[config.mk]
export PLATFORM = sky130hd
export DESIGN_NAME = dsam_encoder
export DESIGN_NICKNAME = d
export VERILOG_FILES = /design/src/rtl/dsam_pkg.sv /design/src/rtl/dsam_delay_line.sv /design/src/rtl/dsam_encoder.sv
export SDC_FILE = /design/constraint.sdc
export NUM_CORES = 1
export LEC_CHECK = 0
export ABC_AREA = 1
export CAP_MARGIN = 20
export CORE_MARGIN = 5
export CORE_UTILIZATION = 45
export CTS_BUF_LIST = sky130_fd_sc_hd__clkbuf_4 sky130_fd_sc_hd__clkbuf_8
export CTS_CLUSTER_SIZE = 30
export DETAILED_ROUTE_END_ITERATION = 12
export GPL_TIMING_DRIVEN = 0
export PLACE_DENSITY = 0.76
export SETUP_SLACK_MARGIN = 0.15
export SLEW_MARGIN = 40
export SYNTH_ARGS = -nofsm -noshare
export SYNTH_HDL_FRONTEND = slang
export SYNTH_HIERARCHICAL = 1
export SYNTH_SLANG_ARGS = --single-unit
[constraint.sdc]
create_clock -name clk -period 3.4 [get_ports clk]
set_clock_uncertainty 0.1 [all_clocks]
set_input_delay 1.02 -clock clk [delete_from_list [all_inputs] [get_ports clk]]
set_output_delay 1.02 -clock clk [all_outputs]
set_load 0.02 [all_outputs]
[src/rtl/dsam_pkg.sv]
// dsam_pkg: shared widths and word type for the differential encoder/decoder pair
// Provides DSAM_DATA_WIDTH and DSAM_CHANNELS as defaults, and dsam_word_t as the bus word.
package dsam_pkg;
    localparam int DSAM_DATA_WIDTH = 16;
    localparam int DSAM_CHANNELS   = 4;
    typedef logic [DSAM_DATA_WIDTH-1:0] dsam_word_t;
endpackage

[src/rtl/dsam_delay_line.sv]
// dsam_delay_line: DEPTH-deep shift register with async active-low clear, exposing its oldest tap
// Ports:
//   clk      - rising-edge clock
//   rst_n    - asynchronous active-low clear of every stage
//   d_i      - word shifted into stage 0 on every edge
//   oldest_o - stage DEPTH-1, the word written DEPTH edges ago
module dsam_delay_line
    import dsam_pkg::*;
#(
    parameter int WIDTH = DSAM_DATA_WIDTH,
    parameter int DEPTH = DSAM_CHANNELS
) (
    input  logic             clk,
    input  logic             rst_n,
    input  logic [WIDTH-1:0] d_i,
    output logic [WIDTH-1:0] oldest_o
);
    logic [WIDTH-1:0] hist_q [DEPTH];
    always_ff @(posedge clk or negedge rst_n) begin
        if (!rst_n) begin
            for (int k = 0; k < DEPTH; k++) hist_q[k] <= '0;
        end else begin
            hist_q[0] <= d_i;
            for (int k = 1; k < DEPTH; k++) hist_q[k] <= hist_q[k-1];
        end
    end
    assign oldest_o = hist_q[DEPTH-1];
endmodule

[src/rtl/dsam_encoder.sv]
// dsam_encoder: per-channel differential encoder for CHANNELS round-robin interleaved words
// Ports:
//   clk   - rising-edge clock
//   reset - asynchronous active-low reset; clears history and output
//   in    - raw sample, one per clock
//   out   - registered in minus the sample CHANNELS cycles earlier, modulo 2^DATA_WIDTH
module dsam_encoder
    import dsam_pkg::*;
#(
    parameter int DATA_WIDTH = DSAM_DATA_WIDTH,
    parameter int CHANNELS   = DSAM_CHANNELS
) (
    input  logic                  clk,
    input  logic                  reset,
    input  logic [DATA_WIDTH-1:0] in,
    output logic [DATA_WIDTH-1:0] out
);
    logic [DATA_WIDTH-1:0] oldest;
    logic [DATA_WIDTH-1:0] out_d;
    logic [DATA_WIDTH-1:0] out_q;
    dsam_delay_line #(
        .WIDTH(DATA_WIDTH),
        .DEPTH(CHANNELS)
    ) u_hist (
        .clk     (clk),
        .rst_n   (reset),
        .d_i     (in),
        .oldest_o(oldest)
    );
    // Unsigned wrap is intended: the decoder's modular accumulation undoes it exactly.
    assign out_d = in - oldest;
    always_ff @(posedge clk or negedge reset) begin
        if (!reset) out_q <= '0;
        else        out_q <= out_d;
    end
    assign out = out_q;
endmodule

; ---- Yosys cells after proc, flatten, opt, wreduce, memory -nomap -nowiden
; Cells that the tools add are included.
; W data, S select, Z words.
[word_totals]
register_bits = 80
in_bits = 18
out_inout_bits = 16
[op_classes]
n_addsub = 1
[ops]
columns = cell, n
row1 = $sub A16 B16 Y16, 1

; ---- Longest topological paths before layout
; Gate-level depths: netlist of run 1.
[depth]
ltp_word = 1
mapped_depth = 11
mapped_depth_nobuf = 11

; ---- Modules after synthesis
; The synthesis of run 1 kept the hierarchy.
[modules_own_cells]
columns = module, n_inst, cells_per_inst, area_each_um2, seq_area_each_um2
row1 = dsam_delay_line, 1, 80, 1721.7, 1601.5
row2 = dsam_encoder, 1, 212, 1372.6, 400.4

; ---- Worst setup path after synthesis of run 1
; No wires, ideal clock.
[synth_timing]
path_type = input to register
startpoint = input port in[0]
endpoint = register out_q[12], in the netlist out[12]
setup_time_ns = 0.117
arrival_time_ns = 2.097
setup_slack_ns = 1.086
path_stages = 9
cell_sequence = inv_1 -> ha_1 -> fa_1 -> inv_1 -> nand3_1 -> nand3_1 -> nand3_1 -> nand4_1 -> nand2_1
[synth_via]
elab_chain_cells = 1
[synth_rtl]
columns = element, line
row1 = from (decl), dsam_encoder.sv:15  ; input logic [DATA_WIDTH-1:0] in,
row2 = $sub A16 B16 Y16, dsam_encoder.sv:31  ; assign out_d = in - oldest;
row3 = named net out_d[12], dsam_encoder.sv:19  ; logic [DATA_WIDTH-1:0] out_d;
row4 = to (signal assigned), dsam_encoder.sv:34  ; else out_q <= out_d;
row5 = to (decl), dsam_encoder.sv:20  ; logic [DATA_WIDTH-1:0] out_q;
; The timed path passes the listed nets, and every way through them passes these cells.

; ---- Worst setup path in the final report of run 1
; Ends and elaborated chain as after synthesis.

==> results of run 1 <==
stage by stage:
step / area [sq um] / power, W
floorplan: 3090 / 0.00125
finish: 3770 / 0.00217
CTS: 3770 / 0.00220
detailed placement: 3550 / 0.00141
global placement: 3520 / 0.00140
global route: 3770 / 0.00228
state kept, by name, summed over array words and instances (netlist names):
name	cells
out	16
u_hist/hist_q	48
u_hist/oldest_o	16
how the worst max path moves through the flow:
stage | endpoint | slack [ps] | startpoint | cells after the start
2_1_floorplan | out[12] | 1090 | in[0] | 9
4_1_cts | out[12] | 740 | in[0] | 11
3_3_place_gp | u_hist/hist_q[60] | -1260 | reset | 1
5_1_grt | out[12] | 600 | in[0] | 11
3_5_place_dp | out[12] | 380 | in[0] | 10
6_report | out[12] | 730 | in[0] | 10
layout make-up:
cell class	count	area [sq um]	area share, %
Tap cell	80	100	2.65
Timing Repair Buffer	34	352	9.32
Multi-Input combinational cell	140	762	20.2
Clock inverter	4	95.1	2.52
Sequential cell	80	2000	53.1
Inverter	56	210	5.57
Buffer	16	120	3.18
Clock buffer	10	131	3.48
routing by layer:
| metal | part of all wire [%] | GRT usage [%] | up-vias | wire length [um] |
|---|---|---|---|---|
| met1 | 48 | 16.5 | 871 | 2320 |
| li1 | - | - | 950 | - |
| met3 | 4.9 | 3.74 | 8 | 238 |
| met4 | 2.2 | 7.33 | 0 | 108 |
| met5 | 0 | 0 | - | 0 |
| met2 | 45 | 19.5 | 34 | 2160 |
critical path, stage by stage:
cell             delay (ps)
clkdlybuf4s50_1         490
inv_1                    50
ha_1                    210
fa_1                    420
inv_1                   100
nand3_1                  80
nand3_1                 150
nand3_1                 120
nand4_1                  90
nand2_1                  70
layout by cell type (no fill, tap or decap), types with 9 or more instances in the layout:
cell / instances
dfrtp_1: 80
nand2_1: 77
inv_1: 55
clkdlybuf4s50_1: 32
buf_4: 16
ha_1: 15
nand3_1: 12
a21oi_1: 10
nor2_1: 9
clkbuf_8: 9
report_power, final:
group	total (W)	switching [W]	internal (W)
registers	0.00104	0.0000200	0.00102
logic	0.000340	0.000189	0.000151
clock network	0.000785	0.000298	0.000487
total	0.00217	0.000507	0.00166
logic make-up after synthesis:
logic type                 after synthesis
AOI/OAI and AO/OA                       10
xor gates and xnor gates                 8
adders and majority gates               16
buffers and inverters                   72
DFF                                     80
and+or+nand+nor                        106
==> run metrics, run 1 <==
min Tclk post-route=2670 ps; worst min path class=reg2reg; post-cts resize count=0; Avg Inst Size Synth=10.6 sq um; Compound-Gate Fraction of Synth Area=1.62%; Die H=92.9 um; hold-critical path depth=0; largest family of logic cells by synthesized area=simple AND/OR/NAND/NOR gates; dpl ws=378 ps; Setup Crit Path Kind=in2reg; Primary FF master, synth=dfrtp_1; mux contribution to synthesized area=0%; CTS tree=done; die area=0.00863 sq mm; total grt overflow=0; hold_sp=u_hist/hist_q[29]; Synth-to-Final Area Change=21.9%; Die X=92.9 um; share of cells above drive strength 1=10.6%; worst setup margin=734 ps; fin. max-slew vios=0; Least-Margin Pin Slew=366 ps; CP Data Arrival Time=2790 ps; average routed wire per standard cell=11.5 um; clk sinks=80; post-layout util=55.8%; RR Endpoint=out[12]; Cells after Synth=292; # rows=30; Hold Slack=244 ps; number of global-route vias before repair=1953; # IOs=34; syn nets=326; total length of routed wires=4820 um; XOR/XNOR share of the synthesized area=2.26%; total global-route track usage=12.9%; period utilization=78.4%; layout filler cell count=580; Critical Path Start Type=input pin; H-Tree Depth=3; status=finished, final reports clean; worst r2r path cells=9; cell taking the most area after synthesis=dfrtp_1; area share of and/or/nand/nor cells after synthesis=14.0%; maximum vdd drop=0.239 mV; first-pass GRT wire length=8470 um; Post-route DRC=0; RSZ-0062 raised after global routing=false; Synth Register Bits=80; clk slew on worst S/H paths=70 ps; pwr dens=575 mW/mm^2; number of detailed-route iterations in the first pass=4; Clk Latency, worst-skew pair=340 ps; CTS Hold Bufs=0; starting density of the core=45.8%; Critical Path Sink Type=register; dpl hpwl=3620 um; worst r2r src=u_hist/oldest_o[0]; Vias per Instance=4.44; Placed Instances=406; Non-Filler Instances=420; Post-synth top cells=dfrtp_1, nand2_1, inv_1; critical path required time=3520 ps; crit path max fanout=3; DR vias=1863; setup repair bufs after CTS=0; Synth Warn #=6; max cap viols=0; Final nets=371; initial antenna violation count=0; Adder-Cell Fraction of Synth Area=6.71%; core outline area=0.00676 sq mm; antenna cell count=0; LEAKAGE=2.00 nW; final hold vios=0; Slew HR=75.6%; Yosys top cell area share=64.7%; flop2flop setup slack=1490 ps; mapped cell area=0.00309 sq mm; share of the yosys chip area belonging to registers=64.7%; total CTS buffers=9; Longest Clk Path Bufs=2; largest net degree at the start of global routing=42; Cell variety after synth=17; Final Setup Violations=0; synth top area cells=dfrtp_1, nand2_1, inv_1; gpl congestion=0.778; Max Freq=375 MHz; Hold Path Sink=u_hist/oldest_o[13]; Port Buf Inserts=33; initial DRC count=60; CTS root buffer=clkbuf_8; Async SR Flop Fraction=100%; setup TNS=0 ps; top-count cell post-synth=dfrtp_1; EDFF count, synth=0; antenna-violating nets left=0
Power figures use the tool's default switching activity.
==> run 2, diff against run 1 <==
--- a/config.mk
+++ b/config.mk
@@ -13,7 +13,7 @@
 export CTS_CLUSTER_SIZE = 30
 export DETAILED_ROUTE_END_ITERATION = 12
 export GPL_TIMING_DRIVEN = 0
-export PLACE_DENSITY = 0.76
+export PLACE_DENSITY = 0.79
 export SETUP_SLACK_MARGIN = 0.15
 export SLEW_MARGIN = 40
 export SYNTH_ARGS = -nofsm -noshare
==> constraint.sdc (replaced) <==
create_clock -name clk -period 2.3 [get_ports clk]
set_clock_uncertainty 0.1 [all_clocks]
set_input_delay 0.69 -clock clk [delete_from_list [all_inputs] [get_ports clk]]
set_output_delay 0.69 -clock clk [all_outputs]
set_load 0.02 [all_outputs]
==> run metrics, run 2 (same netlist as run 1, synthesis figures left out) <==
average routed wire per standard cell=12.2 um (+6.6%); max cap viols=0 (unchanged); share of cells above drive strength 1=16.3% (+5.7 points); number of detailed-route iterations in the first pass=4 (unchanged); most common cell after layout, fill and taps aside=dfrtp_1; Placed Instances=406 (unchanged); Final nets=373 (+0.54%); largest net degree at the start of global routing=42 (unchanged); Least-Margin Pin Slew=358 ps (-7.71 ps); dpl ws=-384 ps (-762 ps); Slew HR=76.1% (+0.51 points); Critical Path Start Type=input pin; status=finished, final reports clean; Non-Filler Instances=424 (+0.95%); starting density of the core=45.8% (unchanged); Vias per Instance=4.52 (+1.9%); antenna cell count=0 (unchanged); min Tclk post-route=2090 ps; clk sinks=80 (unchanged); Critical Path Sink Type=register; CP Data Arrival Time=2230 ps (-560 ps); # IOs=34 (unchanged); LEAKAGE=2.04 nW (+2.0%); critical path required time=2440 ps (-1080 ps); worst setup margin=210 ps (-524 ps); total global-route track usage=13.4% (+0.53 points); pwr dens=823 mW/mm^2 (+43%); Post-route DRC=0 (unchanged); initial antenna violation count=0 (unchanged); CTS Hold Bufs=0 (unchanged); CTS tree=done; final hold vios=0 (unchanged); number of global-route vias before repair=2008 (+2.8%); crit path max fanout=4 (+1); maximum vdd drop=0.488 mV (+100%); initial DRC count=118 (+97%); H-Tree Depth=3 (unchanged); Port Buf Inserts=33 (unchanged); clk slew on worst S/H paths=80 ps (about the same); Reg with most FFs=u_hist/hist_q; total power=0.00319 W (+47%); Hold Slack=130 ps (-114 ps); max FFs per register=48 (unchanged); total CTS buffers=9 (unchanged); antenna-violating nets left=0 (unchanged); Synth-to-Final Area Change=25.3%; first-pass GRT wire length=8840 um (+4.3%); worst min path class=in2async; period utilization=90.9%; core outline area=0.00676 sq mm (unchanged); CTS root buffer=clkbuf_8; fin. max-slew vios=0 (unchanged); dpl hpwl=3760 um (+3.9%); Clk Latency, worst-skew pair=340 ps (about the same); Die H=92.9 um (unchanged); die area=0.00863 sq mm (unchanged); post-layout util=57.4% (+1.5 points); Longest Clk Path Bufs=2 (unchanged); total length of routed wires=5190 um (+7.6%); Final Setup Violations=0 (unchanged); commonest non-fill, non-tap cells in the layout=dfrtp_1, nand2_1, inv_1; DR vias=1917 (+2.9%); Setup Crit Path Kind=in2reg; Die X=92.9 um (unchanged); gpl congestion=0.829 (+6.6%); RSZ-0062 raised after global routing=false; Max Freq=479 MHz; # rows=30 (unchanged); total grt overflow=0 (unchanged)
[run 2: path summary, 6_finish.rpt]
check | start | to | slack [ps] | cells past startpoint
worst max-delay path | in[2] | out[13] | 210 | 9
worst max register to register | u_hist/oldest_o[0] | out[14] | 550 | 9
worst min register to register | u_hist/hist_q[37] | u_hist/hist_q[21] | 250 | 0
max in group asynchronous | reset | u_hist/hist_q[19] | 1450 | 2
worst min-delay path | reset | u_hist/hist_q[44] | 130 | 1
min in group clk | u_hist/hist_q[37] | u_hist/hist_q[21] | 250 | 0
[run 2: final cells by class]
| cell class | instances | area, sq um |
|---|---|---|
| inverters | 56 | 210 |
| multi-input cells | 140 | 850 |
| well taps | 80 | 100 |
| clock buffers | 11 | 139 |
| flip-flops and latches | 80 | 2000 |
| fillers | 582 | 2880 |
| repair buffers | 36 | 374 |
| plain buffers | 16 | 120 |
| clock inverters | 5 | 81.3 |
[run 2: worst max-delay path, stage by stage]
cell and delay, ps:
clkdlybuf4s50_1 560, ha_4 250, or2_1 240, nand3_1 100, nand2_1 110, nand2_1 120
nand2_1 60, nand2_1 60, nand2_1 50
[run 2: power by group]
| part | leakage, nW | total [W] | internal, W | switching (W) |
|---|---|---|---|---|
| sequential | 0.934 | 0.00154 | 0.00151 | 0.0000285 |
| clock | 0.110 | 0.00111 | 0.000635 | 0.000474 |
| combinational | 0.994 | 0.000538 | 0.000241 | 0.000297 |
[run 2: through the flow]
| step | TNS [ps] | area (sq um) |
|---|---|---|
| after floorplan | 0 | 3090 |
| after global placement | -164860 | 3520 |
| after detailed placement | -2650 | 3550 |
| after CTS | 0 | 3800 |
| after global routing | 0 | 3880 |
| final | 0 | 3880 |
[run 2: layer usage]
metal,share of wire [%],GRT usage (%),vias to the layer above
li1,-,-,955
met5,0,0,-
met1,45,16.7,910
met4,1.1,4.64,0
met3,6.4,5.93,5
met2,47,20.7,47
[run 2: what timing repair did]
item                       CTS  global route
gates resized for setup      8            11
pin swaps                    3             3
buffers inserted             2             0
setup endpoints to repair    6            10
